[src/rtl/venus_soc_pkg.sv]
// Shared AXI channel bundles, arbitration mode encoding and arbiter FSM states.
package venus_soc_pkg;

  typedef struct packed {
    logic        aw_valid;
    logic [31:0] aw_addr;
    logic [7:0]  aw_len;
    logic        w_valid;
    logic [31:0] w_data;
    logic        w_last;
    logic        b_ready;
    logic        ar_valid;
    logic [31:0] ar_addr;
    logic [7:0]  ar_len;
    logic        r_ready;
  } axi_req_t;

  typedef struct packed {
    logic        aw_ready;
    logic        w_ready;
    logic        b_valid;
    logic [1:0]  b_resp;
    logic        ar_ready;
    logic        r_valid;
    logic [31:0] r_data;
    logic [1:0]  r_resp;
    logic        r_last;
  } axi_resp_t;

  typedef enum logic [1:0] {
    ARB_RR    = 2'b00,
    ARB_DMA   = 2'b01,
    ARB_BFM   = 2'b10,
    ARB_FIXED = 2'b11
  } arb_mode_e;

  typedef enum logic [1:0] {
    ST_IDLE    = 2'b00,
    ST_GNT_DMA = 2'b01,
    ST_GNT_BFM = 2'b10
  } arb_state_e;

endpackage

[src/rtl/axi_txn_counter.sv]
// Saturating outstanding-transaction counter; simultaneous inc and dec cancel out.
module axi_txn_counter #(
  parameter int MaxTxns = 8
) (
  input  logic clk_i,
  input  logic rst_i,
  input  logic inc,
  input  logic dec,
  output logic at_max,
  output logic zero
);

  localparam int CntW = $clog2(MaxTxns + 1);

  logic [CntW-1:0] cnt_q;

  assign at_max = (cnt_q == CntW'(MaxTxns));
  assign zero   = (cnt_q == '0);

  always_ff @(posedge clk_i) begin
    if (rst_i) begin
      cnt_q <= '0;
    end else if (inc && !dec && !at_max) begin
      cnt_q <= cnt_q + 1'b1;
    end else if (dec && !inc && !zero) begin
      cnt_q <= cnt_q - 1'b1;
    end
  end

endmodule

[src/rtl/axi_master_arbiter.sv]
// Two-master (DMA, BFM) AXI arbiter: grant is held until every outstanding burst
// has completed and the owner has no pending valids.
//
// state      | meaning
// ST_IDLE    | no owner; choose next owner from arb mode and requests
// ST_GNT_DMA | DMA owns the slave port
// ST_GNT_BFM | BFM owns the slave port
module axi_master_arbiter
  import venus_soc_pkg::*;
#(
  parameter int MaxTxns = 8
) (
  input  logic       clk_i,
  input  logic       rst_i,
  input  logic [1:0] arb_mode_i,
  input  axi_req_t   axi_req_i_dma,
  input  axi_req_t   axi_req_i_bfm,
  input  axi_resp_t  axi_resp_i,
  output axi_req_t   axi_req_o,
  output axi_resp_t  axi_resp_o_dma,
  output axi_resp_t  axi_resp_o_bfm,
  output logic [1:0] grant_o,
  output logic       busy_o
);

  arb_state_e state_q, state_d;
  logic       last_bfm_q;
  logic       dma_req, bfm_req, pick_dma, pick_bfm;
  logic       owner_idle, cnt_zero;
  logic       aw_at_max, aw_zero, w_at_max, w_zero, ar_at_max, ar_zero;
  logic       aw_hs, b_hs, w_last_hs, ar_hs, r_last_hs;
  axi_req_t   owner_req;
  axi_resp_t  fwd_resp;

  assign dma_req = axi_req_i_dma.aw_valid | axi_req_i_dma.w_valid | axi_req_i_dma.ar_valid;
  assign bfm_req = axi_req_i_bfm.aw_valid | axi_req_i_bfm.w_valid | axi_req_i_bfm.ar_valid;

  // Round-robin ties go to whichever master did not own the port last.
  always_comb begin
    pick_dma = 1'b0;
    pick_bfm = 1'b0;
    case (arb_mode_e'(arb_mode_i))
      ARB_DMA:   pick_dma = dma_req;
      ARB_BFM:   pick_bfm = bfm_req;
      ARB_FIXED: begin
        pick_dma = dma_req;
        pick_bfm = bfm_req & ~dma_req;
      end
      default: begin
        if (dma_req && bfm_req) begin
          pick_dma = last_bfm_q;
          pick_bfm = ~last_bfm_q;
        end else begin
          pick_dma = dma_req;
          pick_bfm = bfm_req;
        end
      end
    endcase
  end

  assign owner_req  = (state_q == ST_GNT_BFM) ? axi_req_i_bfm : axi_req_i_dma;
  assign owner_idle = ~(owner_req.aw_valid | owner_req.w_valid | owner_req.ar_valid);
  assign cnt_zero   = aw_zero & w_zero & ar_zero;

  always_comb begin
    state_d = state_q;
    case (state_q)
      ST_IDLE: begin
        if (pick_dma)      state_d = ST_GNT_DMA;
        else if (pick_bfm) state_d = ST_GNT_BFM;
      end
      ST_GNT_DMA, ST_GNT_BFM: begin
        if (cnt_zero && owner_idle) state_d = ST_IDLE;
      end
      default: state_d = ST_IDLE;
    endcase
  end

  always_ff @(posedge clk_i) begin
    if (rst_i) begin
      state_q    <= ST_IDLE;
      last_bfm_q <= 1'b1;
    end else begin
      state_q <= state_d;
      if (state_q != ST_IDLE && state_d == ST_IDLE) begin
        last_bfm_q <= (state_q == ST_GNT_BFM);
      end
    end
  end

  always_comb begin
    fwd_resp          = axi_resp_i;
    fwd_resp.aw_ready = axi_resp_i.aw_ready & ~aw_at_max;
    fwd_resp.ar_ready = axi_resp_i.ar_ready & ~ar_at_max;
    axi_req_o         = '0;
    axi_resp_o_dma    = '0;
    axi_resp_o_bfm    = '0;
    if (state_q == ST_GNT_DMA) begin
      axi_req_o      = axi_req_i_dma;
      axi_resp_o_dma = fwd_resp;
    end else if (state_q == ST_GNT_BFM) begin
      axi_req_o      = axi_req_i_bfm;
      axi_resp_o_bfm = fwd_resp;
    end
    axi_req_o.aw_valid = axi_req_o.aw_valid & ~aw_at_max;
    axi_req_o.ar_valid = axi_req_o.ar_valid & ~ar_at_max;
  end

  assign aw_hs     = axi_req_o.aw_valid & axi_resp_i.aw_ready;
  assign b_hs      = axi_resp_i.b_valid & axi_req_o.b_ready;
  assign w_last_hs = axi_req_o.w_valid & axi_req_o.w_last & axi_resp_i.w_ready;
  assign ar_hs     = axi_req_o.ar_valid & axi_resp_i.ar_ready;
  assign r_last_hs = axi_resp_i.r_valid & axi_resp_i.r_last & axi_req_o.r_ready;

  axi_txn_counter #(.MaxTxns(MaxTxns)) u_aw_cnt (
    .clk_i(clk_i), .rst_i(rst_i), .inc(aw_hs), .dec(b_hs), .at_max(aw_at_max), .zero(aw_zero)
  );

  axi_txn_counter #(.MaxTxns(MaxTxns)) u_w_cnt (
    .clk_i(clk_i), .rst_i(rst_i), .inc(aw_hs), .dec(w_last_hs), .at_max(w_at_max), .zero(w_zero)
  );

  axi_txn_counter #(.MaxTxns(MaxTxns)) u_ar_cnt (
    .clk_i(clk_i), .rst_i(rst_i), .inc(ar_hs), .dec(r_last_hs), .at_max(ar_at_max), .zero(ar_zero)
  );

  assign grant_o = {state_q == ST_GNT_BFM, state_q == ST_GNT_DMA};
  assign busy_o  = ~cnt_zero;

endmodule

[config.mk]
export PLATFORM = sky130hd
export DESIGN_NAME = axi_master_arbiter
export DESIGN_NICKNAME = d
export VERILOG_FILES = /design/src/rtl/venus_soc_pkg.sv /design/src/rtl/axi_txn_counter.sv /design/src/rtl/axi_master_arbiter.sv
export SDC_FILE = /design/constraint.sdc
export NUM_CORES = 1
export LEC_CHECK = 0
export BUFFER_PORTS_ARGS = -buffer_cell sky130_fd_sc_hd__buf_4
export CAP_MARGIN = 25
export CORE_AREA = 2 2 187 189
export DETAILED_ROUTE_END_ITERATION = 12
export DIE_AREA = 0 0 189 191
export PLACE_DENSITY_LB_ADDON = 0.15
export SETUP_SLACK_MARGIN = 0.05
export SYNTH_ARGS = -nofsm -noshare
export SYNTH_HDL_FRONTEND = slang
export SYNTH_SLANG_ARGS = --single-unit
[constraint.sdc]
create_clock -name clk_i -period 3.29 [get_ports clk_i]
set_input_delay 0.4935 -clock clk_i [delete_from_list [all_inputs] [get_ports clk_i]]
set_output_delay 0.4935 -clock clk_i [all_outputs]
set_load 0.03 [all_outputs]
==> results.yml, run 1 <==
status:
  status: "completed"
floorplanning:
  die_width_um: 189
  start_util: 0.103
  die_h_um: 191
  rows: 68
  core-area_mm2: 0.0341
  die-area_mm2: 0.0361
  io_pins: 487
worst_setup_path:
  arrival_ps: 3000
  crit_fanout: 17
  end_kind: "flop"
  cp_slowest_cell: "dfxtp_1"
  rr_startpoint: "state_q[1]"
  path_cells: "inv_1, ha_4, nand3b_1, a221oi_2, and2_1, inv_1, ha_1, a21o_1, a21oi_1, a2111oi_0, a21oi_1, o211ai_1"
  critPathKind: "reg2reg"
  worstSetupStartpoint: "state_q[1]"
  cpPeakStageDelay_ps: 450
  required_ps: 3400
  startpoint_type: "flop"
timing:
  fin_setup_tns_ps: 0
  tightestPinTransition_ps: 976
  slew_violations: 0
  skew_ps: 2.36
  period_share: 0.880
  layout_setup_ws_ps: 394
  fin_crit_ps: 2900
  finalHoldViolCount: 0
  max_freq_mhz: 345
  rsz0062_at_grt: "no"
  relSlewSlack: 0.350
  setup_viol: 0
synthesis:
  synth_top_family_by_area: "simple AND/OR/NAND/NOR gates"
  synth_edf_count: 0
  synth_compound_area_frac: 0.251
  ys_types: 57
  netlist_top_cells_count: "nand2_1, o21ai_0, and2_1"
  netlist.area_leader.share: 0.251
  synth.most_common_cell: "nand2_1"
  ys_seq_elements: 15
  yosys.area_share.simple: 0.507
  ys_warn_count: 0
  avgSynthCellArea_um2: 5.61
  synthXorXnorAreaFrac: 0.00994
  synth_mux_area_frac: 0.0245
  synth_cells: 628
  synth_ff_type: "dfxtp_1"
  syn-num-nets: 924
  netlist_area_mm2: 0.00352
  yosysSeqAreaShare: 0.0852
  synth_adder_area_share: 0.0561
  yosys-top-cells-area: "nand2_1, o21ai_0, and2_1"
  synth_area_leader_cell: "nand2_1"
  async_flop_share: 0
grt:
  grt_pass1_vias: 5380
  grt-ovfl-total: 0
  track_usage: 0.120
  grt_start_max_net_pins: 178
  grt_pass1_wl_mm: 33.6
  antenna_found_initial: 0
flow_run:
  cap_violations: 0
route:
  vias: 5843
  drt-initial-drc-count: 294
  viasPerCell: 3.82
  post-route-drc-count: 0
  ant_nets: 0
  wl_per_cell_um: 15.5
  first_pass_iters: 5
  wirelength_mm: 23.7
finish:
  fillCellCount: 3876
  area_growth_pct: 119
  multi_input_area_mm2: 0.00302
  regArea_um2: 300
  fin_util: 0.226
  nets: 1371
  final_cells: 1530
  drive_above_1_share: 0.480
placed_design:
  post-place-ws_ps: 407
  place_inst: 1525
  gp_congestion: 0.883
  dp_hpwl_mm: 19.7
  numPortBuffers: 486
pwr:
  p_leak_nw: 3.73
  peakVddDrop_v: 0.000331
  p_per_area_mw_per_mm2: 428
  total_power_mw: 3.31
clock_network:
  clkLatencyLatePin_ps: 250
  htreeDepth: 1
  cts_setup_buffers: 0
  cts.sinks: 15
  cts_resized: 0
  path_clk_slew_ps: 60
  clock_path_buffers: 2
  cts_buffers: 3
  ctsRootBufferMaster: "clkbuf_16"
  cts_tree: "done"
  hold_buffers: 0
min_path:
  min_from: "u_aw_cnt.cnt_q[3]"
  hp-class: "reg2reg"
## final timing paths
| path | end | slack, ps | cells past startpoint |
|---|---|---|---|
| worst max-delay path | u_ar_cnt.cnt_q[3] | 390 | 12 |
| worst min-delay path | u_aw_cnt.cnt_q[3] | 500 | 2 |
| worst max register to register | u_ar_cnt.cnt_q[3] | 390 | 12 |
| worst min register to register | u_aw_cnt.cnt_q[3] | 500 | 2 |
## critical path: cells and delay by family, from the launching register on
| family | cells | cell delay, ps |
|---|---|---|
| buf+inv | 2 | 230 |
| flops | 1 | 450 |
| simple gates | 2 | 410 |
| fa+ha+maj | 2 | 520 |
| compound gates | 6 | 1140 |
## kinds of logic (layout without fill, tap and decap cells)
family                   after synthesis  in the layout
AO/OA/AOI/OAI                        152            152
XOR/XNOR                               4              4
adder cells (fa/ha/maj)               14             14
buffers and inverters                 59            505
flip-flops                            15             15
multiplexers                           8              8
other                                  0              1
AND/OR/NAND/NOR                      376            376
## routing by layer
| metal | track usage | wire length, um |
|---|---|---|
| met5 | 0 | 0 |
| met4 | 0.0186 | 255 |
| met3 | 0.0270 | 1960 |
| met2 | 0.234 | 12500 |
| met1 | 0.135 | 9020 |
## registers in the layout (all words and copies together) (netlist names)
signal,cells
u_ar_cnt.cnt_q,4
u_aw_cnt.cnt_q,4
state_q,2
u_w_cnt.cnt_q,4
last_bfm_q,1
## layout make-up
cell class | count | share of cell area
repair buffers | 494 | 0.482
multi-input cells | 554 | 0.391
well taps | 455 | 0.0737
flip-flops and latches | 15 | 0.0389
clock buffers | 3 | 0.00972
inverters | 7 | 0.00340
clock inverters | 1 | 0.000648
diodes | 1 | 0.000324
## metrics by stage
stage          hold slack, ps  cell area [um2]
5_1_grt                   530             7720
4_1_cts                   500             7720
6_report                  502             7720
3_5_place_dp              489             7640
3_3_place_gp              484             7640
2_1_floorplan             465             3520
## cell usage in the layout, fill, tap and decap left out, types with 3 or more instances in the layout
master	count
and3_1	4
and2_1	82
fa_1	3
buf_4	493
inv_1	7
ha_1	9
nand2_1	236
clkbuf_16	3
o21ai_0	115
nand2b_1	6
nand3b_1	5
nand3_1	7
nor3_1	7
mux2i_1	6
dfxtp_1	15
nor2_1	10
a21oi_1	9
a21o_1	5
## power breakdown
| group | internal [mW] | total [mW] | switching, mW |
|---|---|---|---|
| Combinational | 1.04 | 2.81 | 1.76 |
| Sequential | 0.208 | 0.249 | 0.0413 |
| Clock | 0.163 | 0.252 | 0.0887 |
Note: power is estimated with default switching activity, not from simulation.
==> run 2, diff against run 1 <==
- SETUP_SLACK_MARGIN: 0.05 -> 0.5
==> run 2 against run 1 <==
  * Core utilization rose by 0.22 points
  * Maximum frequency up 10%
  * Sequential share of layout area hardly changed
  * Die area unchanged
  * Critical path depth increased by 1
  * Count of clock-buffer cells in the layout is 1 higher
  * Largest power group unchanged
  * Cell area up 0.99%
==> results.yml, run 2 (synthesis results as in run 1) <==
route:
  first_pass_iters: 4
  drt-initial-drc-count: 227
  wirelength_mm: 22.2
  wl_met1_mm: 8.41
  vias: 5791
  viasPerCell: 3.78
  wl_met3_mm: 1.95
  post-route-drc-count: 0
  met2WireLength_mm: 11.6
  wl_per_cell_um: 14.5
  ant_nets: 0
  topRoutingLayerUsed: "met4"
floorplanning:
  die_h_um: 191
  io_pins: 487
  rows: 68
  die-area_mm2: 0.0361
  die_width_um: 189
  core-area_mm2: 0.0341
  start_util: 0.103
timing:
  setup_viol: 0
  rsz0062_at_grt: "yes"
  max_freq_mhz: 380
  layout_setup_ws_ps: 657
  fin_setup_tns_ps: 0
  tightestPinTransition_ps: 708
  finalHoldViolCount: 0
  skew_ps: 3.89
  fin_crit_ps: 2630
  slew_violations: 0
  period_share: 0.800
  relSlewSlack: 0.524
grt:
  track_usage: 0.111
  grt_pass1_vias: 5490
  antenna_found_initial: 0
  grt_pass1_wl_mm: 31.6
  grt-ovfl-total: 0
  grt_start_max_net_pins: 143
worst_setup_path:
  path_cells: "inv_2, ha_4, buf_6, nand2_1, a221oi_2, and2_4, inv_1, ha_1, a21o_1, a21oi_2, a2111oi_0, a21oi_1, o211ai_1"
  cp_slowest_cell: "dfxtp_2"
  required_ps: 3400
  arrival_ps: 2740
  crit_fanout: 10
  critPathKind: "reg2reg"
  end_kind: "flop"
  path_buf_inv: 3
  startpoint_type: "flop"
  cpPeakStageDelay_ps: 370
  crit_family: "compound AO/OA/AOI/OAI gates"
clock_network:
  cts.sinks: 15
  clock_path_buffers: 2
  htreeDepth: 1
  path_clk_slew_ps: 60
  ctsRootBufferMaster: "clkbuf_16"
  cts_tree: "done"
  cts_buffers: 3
  clkLatencyLatePin_ps: 250
finish:
  fin_util: 0.229
  drive_above_1_share: 0.489
  fillCellCount: 3872
  final_cell_mix: "buf_4, nand2_1, o21ai_0, and2_1, dfxtp_1"
  layout_commonest_cell: "buf_4"
  nets: 1375
  area_growth_pct: 121
  reg_top3: "u_ar_cnt.cnt_q x4, u_aw_cnt.cnt_q x4, u_w_cnt.cnt_q x4"
placed_design:
  numPortBuffers: 486
  gp_congestion: 0.832
  post-place-ws_ps: 313
  dp_hpwl_mm: 18.4
pwr:
  total_power_mw: 3.31
  peakVddDrop_v: 0.000211
  p_per_area_mw_per_mm2: 425
  p_leak_nw: 3.76
flow_run:
  cap_violations: 0
status:
  status: "completed"
min_path:
  hp-class: "reg2reg"
[run 2: changes by cell type in the layout (fill, tap and decap cells not counted), sizes merged]
| cell | before | now |
|---|---|---|
| buf | 494 | 497 |
| clkbuf | 3 | 5 |
| clkinv | 1 | 0 |
[run 2: worst reg2reg max path, cell delays in order (launching register included)]
cell and delay (ps):
dfxtp_2 370, inv_2 100, ha_4 190, buf_6 170
nand2_1 90, a221oi_2 300, and2_4 220, inv_1 80
ha_1 270, a21o_1 180, a21oi_2 200, a2111oi_0 100
a21oi_1 130, o211ai_1 90
[run 2: where the power goes]
part	total [mW]	internal [mW]	leakage (nW)	switching, mW
Combinational	2.80	1.07	3.59	1.74
Sequential	0.252	0.209	0.123	0.0436
Clock	0.254	0.165	0.0382	0.0895
Total	3.31	1.44	3.76	1.87
[run 2: metrics by stage]
| step | std cells | instance area (um2) | hold WS, ps |
|---|---|---|---|
| 2_1_floorplan | 628 | 3530 | 465 |
| 6_report | 1534 | 7800 | 500 |
| 3_3_place_gp | 1524 | 7630 | 486 |
| 5_1_grt | 1533 | 7790 | 542 |
| 4_1_cts | 1528 | 7730 | 504 |
| 3_5_place_dp | 1524 | 7630 | 491 |
[run 2: final cells by class]
| cell class | instances | area [um2] | area share |
|---|---|---|---|
| Tap cell | 455 | 569 | 0.0730 |
| Antenna cell | 1 | 2.50 | 0.000321 |
| Timing Repair Buffer | 498 | 3760 | 0.483 |
| Multi-Input combinational cell | 554 | 3050 | 0.391 |
| Inverter | 7 | 26.3 | 0.00337 |
| Clock buffer | 4 | 78.8 | 0.0101 |
| Sequential cell | 15 | 303 | 0.0388 |
[run 2: worst paths after layout]
path | startpoint | end | slack, ps | cells after the start
setup / recovery | state_q[1] | u_ar_cnt.cnt_q[3] | 660 | 13
hold / removal | u_aw_cnt.cnt_q[3] | u_aw_cnt.cnt_q[3] | 500 | 2
setup reg to reg | state_q[1] | u_ar_cnt.cnt_q[3] | 660 | 13
hold reg to reg | u_aw_cnt.cnt_q[3] | u_aw_cnt.cnt_q[3] | 500 | 2
[run 2: metal layers]
metal | vias up | global-route usage
met5 | - | 0
met4 | 0 | 0.0138
met3 | 12 | 0.0259
met2 | 288 | 0.221
met1 | 2522 | 0.122
li1 | 2969 | -
[run 2: repair_timing]
action | 4_1_cts | 5_1_grt
pin swaps | 0 | 3
gates resized for setup | 6 | 8
gates cloned | 0 | 0
endpoints found under the setup margin | 66 | 59
setup buffers | 0 | 5
hold buffers | 0 | 0
==> run 3, diff against run 2 <==
- ABC_AREA: unset -> 1
- CORE_AREA: 2 2 187 189 -> 2 2 188 190
- DIE_AREA: 0 0 189 191 -> 0 0 190 192
- clock period: 3.29 -> 2.6 ns (I/O delays scaled with it)
==> run 3 against run 2 <==
  * Synthesized cell count is 19% lower
  * Routed wire length up 54%
  * Die area grew 1.1%
  * Setup slack worse by 470 ps
  * First-iteration DRC count shrank 32%
  * Via count is 0.41% higher
  * Global-route usage is 4.3 points higher
  * Clock skew rose by 1.0 ps
  * Cell area up 30%
  * Sequential share of layout area shrank 0.86 points
==> results.yml, run 3 <==
finish:
  multi_input_area_mm2: 0.00330
  fin_area_mm2: 0.0102
  reg_top3: "u_ar_cnt.cnt_q x4, u_aw_cnt.cnt_q x4, u_w_cnt.cnt_q x4"
  area_growth_pct: 237
  drive_above_1_share: 0.711
  fillCellCount: 3713
  antenna_cells: 0
  nets: 1339
  layout_commonest_cell: "buf_4"
  regArea_um2: 308
  final_cell_mix: "buf_4, buf_6, nand2_1, a22o_4, inv_1"
grt:
  grt_pass1_vias: 5582
  track_usage: 0.155
  grt-ovfl-total: 0
  grt_start_max_net_pins: 108
  grt_pass1_wl_mm: 41.1
  antenna_found_initial: 3
min_path:
  min_from: "rst_i"
  holdPathStages: 2
  hp-class: "in2reg"
  holdPathEnd: "state_q[1]"
synthesis:
  synth_cells: 511
  netlist_top_cells_count: "nand2_1, a22o_1, inv_1"
  synth_edf_count: 0
  avgSynthCellArea_um2: 5.91
  synth_ff_type: "dfxtp_1"
  yosys-top-cells-area: "a22o_1, nand2_1, dfxtp_1"
  ys_warn_count: 0
  synth_area_leader_cell: "a22o_1"
  async_flop_share: 0
  syn-num-nets: 807
  ys_seq_elements: 15
  synth.most_common_cell: "nand2_1"
  netlist_area_mm2: 0.00302
  ys_types: 30
  netlist.area_leader.share: 0.325
  yosysSeqAreaShare: 0.0994
worst_setup_path:
  critPathKind: "reg2out"
  crit_path_frequent_cell: "buf_12"
  r2r_cells: 16
  cp_slowest_cell: "dfxtp_4"
  end_kind: "output pin"
  crit_fanout: 8
  path_cells: "inv_4, ha_4, buf_12, nor2_4, buf_12, buf_12, buf_12, buf_12, clkbuf_16, a22o_4, buf_6"
  rr_startpoint: "state_q[1]"
  rr_endpoint: "u_aw_cnt.cnt_q[3]"
  rrSetupSlack_ps: 270
  arrival_ps: 2020
  cpPeakStageDelay_ps: 360
  startpoint_type: "flop"
  required_ps: 2210
timing:
  skew_ps: 4.92
  setup_viol: 0
  rsz0062_at_grt: "yes"
  relSlewSlack: 0.723
  period_share: 0.928
  layout_setup_ws_ps: 188
  fin_crit_ps: 2410
  slew_violations: 0
  fin_setup_tns_ps: 0
  tightestPinTransition_ps: 415
  finalHoldViolCount: 0
  max_freq_mhz: 415
floorplanning:
  io_pins: 487
  die_h_um: 192
  die-area_mm2: 0.0365
  start_util: 0.0881
  rows: 68
  core-area_mm2: 0.0343
  die_width_um: 190
clock_network:
  hold_buffers: 0
  htreeDepth: 1
  cts_buffers: 3
  clock_path_buffers: 2
  clkLatencyLatePin_ps: 240
  ctsRootBufferMaster: "clkbuf_16"
  cts_tree: "done"
  path_clk_slew_ps: 50
  cts.sinks: 15
placed_design:
  numPortBuffers: 486
  dp_hpwl_mm: 23.5
  post-place-ws_ps: 144
  dpl_cell_area_mm2: 0.00745
  gp_congestion: 0.800
pwr:
  seqPwrFrac: 0.072
  p_int_mw: 2.29
  p_leak_nw: 5.29
  power_frac_comb: 0.859
  switchingPower_mw: 2.14
  clkPwrFrac: 0.069
  p_per_area_mw_per_mm2: 436
  peakVddDrop_v: 0.000221
  swShare: 0.483
route:
  wirelength_mm: 34.1
  ant_nets: 0
  vias: 5815
  wl_per_cell_um: 22.8
  first_pass_iters: 5
  post-route-drc-count: 0
  viasPerCell: 3.88
  drt-initial-drc-count: 154
status:
  status: "completed"
flow_run:
  cap_violations: 0
## run 3: cell types whose count changed in the layout (fill, tap and decap cells not counted), sizes merged, moves of 55 or more
cell and delta:
inv +66, nor2 +55, nand2 -101, and2 -82
a22o +111, o21ai -101
## run 3: worst max-delay path: cells and delay by family (launching register included)
kind | cells | cell delay (ps)
buffers and inverters | 8 | 980
DFF | 1 | 360
AOI/OAI and AO/OA | 1 | 220
adders and majority gates | 1 | 150
and+or+nand+nor | 1 | 40
## run 3: cell type report
cell class	count	area share
clock buffers	4	0.00775
well taps	455	0.0560
inverters	74	0.0287
multi-input cells	383	0.324
repair buffers	566	0.553
flip-flops and latches	15	0.0303
## run 3: repair_timing
action,CTS,global route
buffers inserted,23,12
pin swaps,29,39
setup endpoints to repair,181,204
endpoints found under the hold margin,0,0
cloned,15,22
resized for setup,190,115
## run 3: worst max-delay path by stage
stage | from | end | slack, ps | depth (start not counted)
after detailed placement | state_q[1] | axi_resp_o_bfm[35] | 140 | 8
after global placement | state_q[1] | axi_resp_o_bfm[35] | 170 | 8
after global routing | state_q[1] | u_w_cnt.cnt_q[3] | 130 | 21
after CTS | state_q[1] | u_ar_cnt.cnt_q[3] | 260 | 16
after floorplan | state_q[1] | u_w_cnt.cnt_q[3] | 210 | 21
final | state_q[1] | axi_req_o[73] | 190 | 11
## run 3: power by group through the flow
stage	registers (mW)	clock network [mW]	logic [mW]
floorplan	0.305	0	1.56
global placement	0.318	0	2.74
detailed placement	0.316	0	2.73
CTS	0.313	0.314	3.27
global route	0.326	0.330	4.00
finish	0.318	0.306	3.81
## run 3: cells by family after synthesis
logic type / synth area share
simple gates: 0.287
compound gates: 0.392
buf+inv: 0.144
flops: 0.0994
fa+ha+maj: 0.0655
xor+xnor: 0.0116
## run 3: routing by layer
layer,up-vias,track usage,share of wire
li1,2806,-,-
met1,2697,0.182,0.38
met2,270,0.277,0.51
met3,36,0.0440,0.083
met4,6,0.0364,0.027
met5,-,0,0.0011
## run 3: metrics by stage
step | util | hold slack, ps | instances | power [mW]
floorplan | - | 449 | 511 | 1.86
global placement | 0.217 | 512 | 1421 | 3.06
CTS | 0.263 | 365 | 1463 | 3.90
detailed placement | 0.217 | 512 | 1421 | 3.05
finish | 0.297 | 361 | 1497 | 4.44
global route | 0.297 | 363 | 1497 | 4.66
